`config.mk`:
```
export PLATFORM = sky130hd
export DESIGN_NAME = dff_pipe_bank
export DESIGN_NICKNAME = d
export VERILOG_FILES = /design/src/rtl/dff_pipe_bank.sv
export SDC_FILE = /design/constraint.sdc
export NUM_CORES = 1
export LEC_CHECK = 0
export ABC_CLOCK_PERIOD_IN_PS = 1200
export CORE_AREA = 2 2 39 41
export DETAILED_ROUTE_END_ITERATION = 8
export DIE_AREA = 0 0 41 43
export PLACE_DENSITY = 0.43
export SYNTH_ARGS = -nofsm -noshare
export SYNTH_HDL_FRONTEND = slang
export SYNTH_SLANG_ARGS = --single-unit
```
`constraint.sdc`:
```
create_clock -name clk -period 1.2 [get_ports clk]
set_input_delay 0.24 -clock clk [delete_from_list [all_inputs] [get_ports clk]]
set_output_delay 0.24 -clock clk [all_outputs]
set_load 0.05 [all_outputs]
```
`src/rtl/dff_pipe_bank.sv`:
```
// dff_pipe_bank: WIDTH x DEPTH enabled delay line with per-stage valid.
// Define DFF_PIPE_EDGE_DETECT_EN to build rise/fall detection on q.
module dff_pipe_bank #(
  parameter int              WIDTH     = 1,
  parameter int              DEPTH     = 2,
  parameter logic [WIDTH-1:0] RESET_VAL = '0
) (
  input  logic                   clk,
  input  logic                   reset,
  input  logic                   en,
  input  logic                   clear,
  input  logic [WIDTH-1:0]       d,
  input  logic                   in_valid,
  output logic [WIDTH-1:0]       q,
  output logic                   out_valid,
  output logic [WIDTH*DEPTH-1:0] taps,
  output logic [WIDTH-1:0]       rise,
  output logic [WIDTH-1:0]       fall
);

  if (DEPTH < 1) begin : g_bad_depth
    $error("dff_pipe_bank: DEPTH must be >= 1");
  end

  logic [DEPTH-1:0][WIDTH-1:0] r_stage;
  logic [DEPTH-1:0]            r_valid;
  logic                        w_flush;

  assign w_flush = !reset || clear;

  always_ff @(posedge clk) begin
    if (w_flush) begin
      r_stage <= {DEPTH{RESET_VAL}};
      r_valid <= '0;
    end else if (en) begin
      r_stage[0] <= d;
      r_valid[0] <= in_valid;
      for (int i = 1; i < DEPTH; i++) begin
        r_stage[i] <= r_stage[i-1];
        r_valid[i] <= r_valid[i-1];
      end
    end
  end

  assign q         = r_stage[DEPTH-1];
  assign out_valid = r_valid[DEPTH-1];
  assign taps      = r_stage;

`ifdef DFF_PIPE_EDGE_DETECT_EN
  logic [WIDTH-1:0] r_hist;
  logic             r_hv;
  logic [WIDTH-1:0] w_qual;

  // History samples the old q so a pulse spans exactly one enabled cycle.
  always_ff @(posedge clk) begin
    if (w_flush) begin
      r_hist <= RESET_VAL;
      r_hv   <= 1'b0;
    end else if (en) begin
      r_hist <= q;
      r_hv   <= out_valid;
    end
  end

  assign w_qual = {WIDTH{out_valid & r_hv}};
  assign rise   = q & ~r_hist & w_qual;
  assign fall   = ~q & r_hist & w_qual;
`else
  assign rise = '0;
  assign fall = '0;
`endif

endmodule

```
==> flow_summary.html, run 1 <==
<table>
<tr><th>Metric</th><th>Value</th></tr>
<tr><th colspan="2">Global routing</th></tr>
<tr><td>Met1 demand-to-capacity share in global routing</td><td>4.81%</td></tr>
<tr><td>Layer with the highest usage</td><td>met3</td></tr>
<tr><td>Largest net degree at the start of global routing</td><td>5</td></tr>
<tr><td>Wire length of the first global-routing pass</td><td>558 µm</td></tr>
<tr><td>Number of global-route vias before repair</td><td>138</td></tr>
<tr><td>Met2 routing resource usage after global routing</td><td>6.25%</td></tr>
<tr><td>Total global-route track usage</td><td>5.72%</td></tr>
<tr><td>Number of antenna violations at the first check in global routing</td><td>0</td></tr>
<tr><td>M3 GR Usage</td><td>6.81%</td></tr>
<tr><td>Sum of overflow across all layers after global routing</td><td>0</td></tr>
<tr><th colspan="2">STA</th></tr>
<tr><td>Post-route worst hold slack</td><td>0.496 ns</td></tr>
<tr><td>Final Slew Violations</td><td>0</td></tr>
<tr><td>Maximum clock rate</td><td>926 MHz</td></tr>
<tr><td>Setup repair after global routing missed its margin</td><td>false</td></tr>
<tr><td>Tcrit/Tclk final</td><td>90.0%</td></tr>
<tr><td>Final hold viol count</td><td>0</td></tr>
<tr><td>Final Critical Period</td><td>1.08 ns</td></tr>
<tr><td>Setup violators final</td><td>0</td></tr>
<tr><td>Clock tree skew after final layout</td><td>0.0000946 ns</td></tr>
<tr><th colspan="2">Critical path</th></tr>
<tr><td>Arrival time of the worst setup path</td><td>0.84 ns</td></tr>
<tr><td>CP Launch Type</td><td>flip-flop</td></tr>
<tr><td>Worst path cell trace</td><td>buf_12</td></tr>
<tr><td>Crit-path max cell delay</td><td>0.43 ns</td></tr>
<tr><td>Crit end category</td><td>output port</td></tr>
<tr><td>CP Data Required Time</td><td>0.96 ns</td></tr>
<tr><td>Slowest-stage cell, CP</td><td>sky130_fd_sc_hd__dfxtp_1</td></tr>
<tr><td>Family of cells with the greatest summed delay on the critical path</td><td>flip-flops</td></tr>
<tr><td>Bufs and invs on worst path</td><td>1</td></tr>
<tr><td>Peak fanout along the critical path</td><td>3</td></tr>
<tr><td>Critical path class</td><td>flip-flop to output port</td></tr>
<tr><th colspan="2">Logic synthesis</th></tr>
<tr><td>Fraction of registers with async set/reset</td><td>0%</td></tr>
<tr><td>Count of synthesis-stage warnings from yosys</td><td>0</td></tr>
<tr><td>Flip-flop and latch count after synthesis</td><td>4</td></tr>
<tr><td>Register area share after synthesis</td><td>46.4%</td></tr>
<tr><td>Synth area leader</td><td>sky130_fd_sc_hd__dfxtp_1</td></tr>
<tr><td>Cell area after synthesis</td><td>173 µm²</td></tr>
<tr><td>Most frequently used flop master after synthesis</td><td>sky130_fd_sc_hd__dfxtp_1</td></tr>
<tr><td>Synth top area cells</td><td>sky130_fd_sc_hd__dfxtp_1, sky130_fd_sc_hd__mux2i_1, sky130_fd_sc_hd__buf_4</td></tr>
<tr><td>Cells after Synth</td><td>18</td></tr>
<tr><td>Synth unique cells</td><td>7</td></tr>
<tr><td>Commonest cells post-synth</td><td>sky130_fd_sc_hd__dfxtp_1, sky130_fd_sc_hd__mux2i_1, sky130_fd_sc_hd__nor2_1, sky130_fd_sc_hd__buf_4</td></tr>
<tr><td>Post-synth EDFFs</td><td>0</td></tr>
<tr><td>Post-synth top area share</td><td>46.4%</td></tr>
<tr><td>Average cell area after synthesis</td><td>9.59 µm²</td></tr>
<tr><th colspan="2">Placed design</th></tr>
<tr><td>Number of cells in the design after placement</td><td>40</td></tr>
<tr><td>Number of buffers added on ports</td><td>9</td></tr>
<tr><td>Gpl congestion</td><td>0.507</td></tr>
<tr><th colspan="2">Clocking</th></tr>
<tr><td>Maximum buffer depth of the clock tree</td><td>2</td></tr>
<tr><td>CTS clock-pin slew for the worst setup and hold paths</td><td>0.04 ns</td></tr>
<tr><td>Num Clock Sinks</td><td>4</td></tr>
<tr><td>CTS tree</td><td>done</td></tr>
<tr><td>Number of buffers inserted for hold repair after clock tree synthesis</td><td>0</td></tr>
<tr><td>Clock root buffer master</td><td>sky130_fd_sc_hd__clkbuf_4</td></tr>
<tr><td>Insertion delay to the later sink of the worst-skew pair</td><td>0.24 ns</td></tr>
<tr><td>Number of buffers created by CTS</td><td>3</td></tr>
<tr><td>Depth of the CTS H-tree</td><td>1</td></tr>
<tr><td>CTS-repair resized insts</td><td>0</td></tr>
<tr><td>Setup repair bufs after CTS</td><td>0</td></tr>
<tr><th colspan="2">Power</th></tr>
<tr><td>Largest voltage drop on the vdd net</td><td>0.447 mV</td></tr>
<tr><td>Power density over cell area</td><td>1130 nW/µm²</td></tr>
<tr><td>Leakage dissipation</td><td>0.134 nW</td></tr>
<tr><th colspan="2">Route</th></tr>
<tr><td>Post-detailed-route wirelength per cell</td><td>7.72 µm</td></tr>
<tr><td>Avg Vias per Cell</td><td>3.33</td></tr>
<tr><td>First-pass iteration count of the detailed router</td><td>1</td></tr>
<tr><td>Final WL</td><td>332 µm</td></tr>
<tr><td>Detailed-route via count</td><td>143</td></tr>
<tr><td>Post-route antenna net violation count</td><td>0</td></tr>
<tr><td>Violation count after the first detailed-routing iteration</td><td>0</td></tr>
<tr><td>Detailed-route DRC error count</td><td>0</td></tr>
<tr><th colspan="2">Hold path</th></tr>
<tr><td>Path class of the lowest-slack min-delay path</td><td>flip-flop to flip-flop</td></tr>
<tr><th colspan="2">Layout</th></tr>
<tr><td>Filler-free cell count of the finished design</td><td>43</td></tr>
<tr><td>ANT cells</td><td>0</td></tr>
<tr><td>Area grow syn2layout</td><td>86.2%</td></tr>
<tr><td>Fin nets</td><td>35</td></tr>
<tr><td>Area used by multi-input combinational logic</td><td>68.8 µm²</td></tr>
<tr><td>Ratio of cells with drive above 1 in the final layout</td><td>25.9%</td></tr>
<tr><td>Area used by sequential logic in the layout</td><td>80.1 µm²</td></tr>
<tr><td>Fill cells</td><td>150</td></tr>
<tr><th colspan="2">Die</th></tr>
<tr><td>Total Die Area</td><td>1760 µm²</td></tr>
<tr><td># rows</td><td>14</td></tr>
<tr><td>IO Count</td><td>12</td></tr>
<tr><td>Die Span X</td><td>41 µm</td></tr>
<tr><td>Initial core utilization</td><td>12.5%</td></tr>
<tr><td>Core area</td><td>1380 µm²</td></tr>
<tr><td>Vertical die dimension</td><td>43 µm</td></tr>
<tr><th colspan="2">Flow run</th></tr>
<tr><td>Max-cap check violation count</td><td>0</td></tr>
<tr><th colspan="2">Run status</th></tr>
<tr><td>Run status</td><td>finished clean</td></tr>
</table>
## cell families after synthesis
family / after synthesis / share of synthesized area [%]
other: 1 / 2.17
buffers and inverters: 4 / 15.9
flip-flops: 4 / 46.4
multiplexers: 4 / 23.2
AND/OR/NAND/NOR: 5 / 12.3
## flip-flops by register name, summed over array words and instances (netlist names)
| name | cells |
|---|---|
| r_valid | 2 |
| q | 1 |
| taps | 1 |
## layout by cell type (no fill, tap or decap), drive strengths merged
| cell type | Yosys | routed |
|---|---|---|
| nand2b | 1 | 1 |
| clkbuf | 1 | 3 |
| dfxtp | 4 | 4 |
| mux2i | 4 | 4 |
| nor2 | 4 | 4 |
| buf | 3 | 4 |
| clkdlybuf4s50 | 0 | 5 |
| conb | 1 | 2 |
## routing by layer
metal | wire [µm] | vias up
li1 | - | 72
met3 | 57 | 2
met2 | 113 | 14
met4 | 10 | 0
met1 | 150 | 55
met5 | 0 | -
## through the flow
stage	total power, mW	setup TNS, ns	area [µm²]	util, %	worst slack, ns
after CTS	0.369	0	322	23.2	0.101
after floorplan	0.178	0	176	-	0.0476
final	0.363	0	322	23.2	0.121
after global routing	0.391	0	322	23.2	0.0766
after global placement	0.198	-0.0327	299	21.6	-0.0132
after detailed placement	0.198	-0.0649	299	21.6	-0.0251
## path summary, 6_finish.rpt
kind                                              start                 endpoint  slack (ns)  cells after the start
worst max-delay path                     q$_SDFFE_PP0P_                        q        0.12                      1
worst min-delay path            r_valid[0]$_SDFFE_PP0P_  r_valid[1]$_SDFFE_PP0P_        0.50                      2
worst max register to register           q$_SDFFE_PP0P_           q$_SDFFE_PP0P_        0.52                      2
worst min register to register  r_valid[0]$_SDFFE_PP0P_  r_valid[1]$_SDFFE_PP0P_        0.50                      2
## final cells by class
class                      count  area share (%)
tap                           16            6.23
multi-input combinational     11            21.4
clock buffer                   3            7.00
timing repair buffer           9            40.5
sequential                     4            24.9
## power breakdown
| group | switching [mW] | total, mW | internal, mW |
|---|---|---|---|
| clock network | 0.0559 | 0.168 | 0.112 |
| registers | 0.00259 | 0.139 | 0.136 |
| logic | 0.0296 | 0.0566 | 0.0271 |
| total | 0.0880 | 0.363 | 0.275 |
Power figures use the tool's default switching activity.
==> inputs of run 2 (changes only) <==
--- a/config.mk
+++ b/config.mk
@@ -7,8 +7,10 @@
 export LEC_CHECK = 0
 export ABC_CLOCK_PERIOD_IN_PS = 1200
 export CORE_AREA = 2 2 39 41
+export CTS_BUF_LIST = sky130_fd_sc_hd__clkbuf_8
 export DETAILED_ROUTE_END_ITERATION = 8
 export DIE_AREA = 0 0 41 43
+export MAX_ROUTING_LAYER = met4
 export PLACE_DENSITY = 0.43
 export SYNTH_ARGS = -nofsm -noshare
 export SYNTH_HDL_FRONTEND = slang
==> flow_summary.html, run 2 (same netlist as run 1, synthesis figures left out) <==
<table>
<tr><th>Metric</th><th>Value</th></tr>
<tr><th colspan="2">Clocking</th></tr>
<tr><td>CTS clock-pin slew for the worst setup and hold paths</td><td>0.03 ns (was 0.04 ns)</td></tr>
<tr><td>Num Clock Sinks</td><td>4 (unchanged)</td></tr>
<tr><td>CTS tree</td><td>done (unchanged)</td></tr>
<tr><td>Insertion delay to the later sink of the worst-skew pair</td><td>0.21 ns (was 0.24 ns)</td></tr>
<tr><td>Clock root buffer master</td><td>sky130_fd_sc_hd__clkbuf_8 (was sky130_fd_sc_hd__clkbuf_4)</td></tr>
<tr><td>Number of buffers created by CTS</td><td>3 (unchanged)</td></tr>
<tr><td>Depth of the CTS H-tree</td><td>1 (unchanged)</td></tr>
<tr><td>Setup repair bufs after CTS</td><td>0 (unchanged)</td></tr>
<tr><td>Maximum buffer depth of the clock tree</td><td>2 (unchanged)</td></tr>
<tr><td>CTS-repair resized insts</td><td>0 (unchanged)</td></tr>
<tr><td>Number of buffers inserted for hold repair after clock tree synthesis</td><td>0 (unchanged)</td></tr>
<tr><th colspan="2">Route</th></tr>
<tr><td>First-pass iteration count of the detailed router</td><td>1 (unchanged)</td></tr>
<tr><td>Violation count after the first detailed-routing iteration</td><td>0 (unchanged)</td></tr>
<tr><td>Final WL</td><td>327 µm (was 332 µm)</td></tr>
<tr><td>Detailed-route via count</td><td>139 (was 143)</td></tr>
<tr><td>Post-detailed-route wirelength per cell</td><td>7.60 µm (was 7.72 µm)</td></tr>
<tr><td>Detailed-route DRC error count</td><td>0 (unchanged)</td></tr>
<tr><td>Post-route antenna net violation count</td><td>0 (unchanged)</td></tr>
<tr><td>Avg Vias per Cell</td><td>3.23 (was 3.33)</td></tr>
<tr><th colspan="2">Die</th></tr>
<tr><td>Vertical die dimension</td><td>43 µm (unchanged)</td></tr>
<tr><td># rows</td><td>14 (unchanged)</td></tr>
<tr><td>Initial core utilization</td><td>12.5% (unchanged)</td></tr>
<tr><td>Total Die Area</td><td>1760 µm² (unchanged)</td></tr>
<tr><td>Core area</td><td>1380 µm² (unchanged)</td></tr>
<tr><td>Die Span X</td><td>41 µm (unchanged)</td></tr>
<tr><td>IO Count</td><td>12 (unchanged)</td></tr>
<tr><th colspan="2">STA</th></tr>
<tr><td>Final hold viol count</td><td>0 (unchanged)</td></tr>
<tr><td>Tcrit/Tclk final</td><td>88.3% (was 90.0%)</td></tr>
<tr><td>Maximum clock rate</td><td>943 MHz (was 926 MHz)</td></tr>
<tr><td>Setup repair after global routing missed its margin</td><td>false (unchanged)</td></tr>
<tr><td>Setup violators final</td><td>0 (unchanged)</td></tr>
<tr><td>Clock tree skew after final layout</td><td>0.0000272 ns (was 0.0000946 ns)</td></tr>
<tr><td>Final Critical Period</td><td>1.06 ns (was 1.08 ns)</td></tr>
<tr><td>Final worst setup slack</td><td>0.140 ns (was 0.121 ns)</td></tr>
<tr><td>Final Slew Violations</td><td>0 (unchanged)</td></tr>
<tr><th colspan="2">Power</th></tr>
<tr><td>Post-layout power</td><td>0.470 mW (was 0.363 mW)</td></tr>
<tr><td>Leakage dissipation</td><td>0.142 nW (was 0.134 nW)</td></tr>
<tr><td>Largest voltage drop on the vdd net</td><td>0.674 mV (was 0.447 mV)</td></tr>
<tr><td>Power density over cell area</td><td>1380 nW/µm² (was 1130 nW/µm²)</td></tr>
<tr><th colspan="2">Layout</th></tr>
<tr><td>Fin nets</td><td>35 (unchanged)</td></tr>
<tr><td>Most frequent standard cell in the layout excluding fill and tap cells</td><td>sky130_fd_sc_hd__clkdlybuf4s50_1 (unchanged)</td></tr>
<tr><td>Ratio of cells with drive above 1 in the final layout</td><td>25.9% (unchanged)</td></tr>
<tr><td>Area used by sequential logic in the layout</td><td>80.1 µm² (unchanged)</td></tr>
<tr><td>Area used by multi-input combinational logic</td><td>68.8 µm² (unchanged)</td></tr>
<tr><td>Post-layout utilization of the core</td><td>24.6% (was 23.2%)</td></tr>
<tr><td>Reg with most FFs</td><td>r_valid (unchanged)</td></tr>
<tr><td>Flip-flop count of the largest register after layout</td><td>2 (unchanged)</td></tr>
<tr><td>ANT cells</td><td>0 (unchanged)</td></tr>
<tr><td>Area grow syn2layout</td><td>97.1% (was 86.2%)</td></tr>
<tr><td>Final instance area</td><td>340 µm² (was 322 µm²)</td></tr>
<tr><td>Fill cells</td><td>146 (was 150)</td></tr>
<tr><td>Commonest cells after routing, fill and taps aside</td><td>sky130_fd_sc_hd__clkdlybuf4s50_1, sky130_fd_sc_hd__mux2i_1, sky130_fd_sc_hd__nor2_1, sky130_fd_sc_hd__buf_12, sky130_fd_sc_hd__dfxtp_1 (unchanged)</td></tr>
<tr><td>Filler-free cell count of the finished design</td><td>43 (unchanged)</td></tr>
<tr><th colspan="2">Placed design</th></tr>
<tr><td>Number of buffers added on ports</td><td>9 (unchanged)</td></tr>
<tr><td>Gpl congestion</td><td>0.507 (about the same)</td></tr>
<tr><td>Number of cells in the design after placement</td><td>40 (unchanged)</td></tr>
<tr><td>Worst slack at placement</td><td>-0.0251 ns (unchanged)</td></tr>
<tr><td>Placed instance area</td><td>299 µm² (unchanged)</td></tr>
<tr><th colspan="2">Run status</th></tr>
<tr><td>Run status</td><td>finished clean (unchanged)</td></tr>
<tr><th colspan="2">Hold path</th></tr>
<tr><td>Path class of the lowest-slack min-delay path</td><td>flip-flop to flip-flop (unchanged)</td></tr>
<tr><th colspan="2">Global routing</th></tr>
<tr><td>Largest net degree at the start of global routing</td><td>5 (unchanged)</td></tr>
<tr><td>Number of global-route vias before repair</td><td>137 (was 138)</td></tr>
<tr><td>Sum of overflow across all layers after global routing</td><td>0 (unchanged)</td></tr>
<tr><td>Number of antenna violations at the first check in global routing</td><td>0 (unchanged)</td></tr>
<tr><td>Total global-route track usage</td><td>5.86% (was 5.72%)</td></tr>
<tr><td>Wire length of the first global-routing pass</td><td>558 µm (unchanged)</td></tr>
<tr><th colspan="2">Critical path</th></tr>
<tr><td>Family of cells with the greatest summed delay on the critical path</td><td>flip-flops (unchanged)</td></tr>
<tr><td>Slowest-stage cell, CP</td><td>sky130_fd_sc_hd__dfxtp_1 (unchanged)</td></tr>
<tr><td>Critical path class</td><td>flip-flop to output port (unchanged)</td></tr>
<tr><td>Peak fanout along the critical path</td><td>3 (unchanged)</td></tr>
<tr><td>CP Data Required Time</td><td>0.96 ns (about the same)</td></tr>
<tr><td>Bufs and invs on worst path</td><td>1 (unchanged)</td></tr>
<tr><td>Crit-path max cell delay</td><td>0.43 ns (about the same)</td></tr>
<tr><td>Crit end category</td><td>output port (unchanged)</td></tr>
<tr><td>CP Launch Type</td><td>flip-flop (unchanged)</td></tr>
<tr><td>Arrival time of the worst setup path</td><td>0.82 ns (was 0.84 ns)</td></tr>
<tr><td>Worst path cell trace</td><td>buf_12 (unchanged)</td></tr>
<tr><th colspan="2">Flow run</th></tr>
<tr><td>Max-cap check violation count</td><td>0 (unchanged)</td></tr>
</table>
==> run 2: cell types whose count changed in the layout (fill, tap and decap cells not counted) <==
cell and change:
sky130_fd_sc_hd__clkbuf_4 -3, sky130_fd_sc_hd__clkbuf_8 +3
==> run 2: metrics by stage <==
step / hold WS [ns] / setup TNS, ns
global route: 0.563 / 0
global placement: 0.483 / -0.0327
detailed placement: 0.496 / -0.0649
floorplan: 0.387 / 0
CTS: 0.504 / 0
finish: 0.498 / 0
==> run 2: final cells by class <==
cell class	instances	share of cell area [%]
flip-flops and latches	4	23.5
repair buffers	9	38.2
clock buffers	3	12.1
multi-input cells	11	20.2
well taps	16	5.88
==> run 2: report_power, final <==
group,switching [mW],total (mW),internal [mW]
Sequential,0.00263,0.139,0.137
Clock,0.0605,0.273,0.213
Combinational,0.0296,0.0567,0.0271
==> run 2: layer usage <==
metal	routed length [µm]	vias to the layer above	part of all wire [%]	global-route usage [%]
met5	0	-	0	-
met4	0	0	0	6.00
met3	53	0	16	6.81
met2	124	12	38	6.25
met1	148	56	45	4.81
li1	-	71	-	-
==> run 2: worst paths after layout <==
path | start | end | slack, ns | cells after the start
min | r_valid[0]$_SDFFE_PP0P_ | r_valid[1]$_SDFFE_PP0P_ | 0.50 | 2
min reg2reg | r_valid[0]$_SDFFE_PP0P_ | r_valid[1]$_SDFFE_PP0P_ | 0.50 | 2
max reg2reg | q$_SDFFE_PP0P_ | q$_SDFFE_PP0P_ | 0.52 | 2
max | q$_SDFFE_PP0P_ | q | 0.14 | 1
==> inputs of run 3 (changes only) <==
--- a/config.mk
+++ b/config.mk
@@ -10,6 +10,7 @@
 export CTS_BUF_LIST = sky130_fd_sc_hd__clkbuf_8
 export DETAILED_ROUTE_END_ITERATION = 8
 export DIE_AREA = 0 0 41 43
+export HOLD_SLACK_MARGIN = 0.08
 export MAX_ROUTING_LAYER = met4
 export PLACE_DENSITY = 0.43
 export SYNTH_ARGS = -nofsm -noshare
==> results of run 3 <==
Final layout, timing and power as in run 2 (identical DEF).
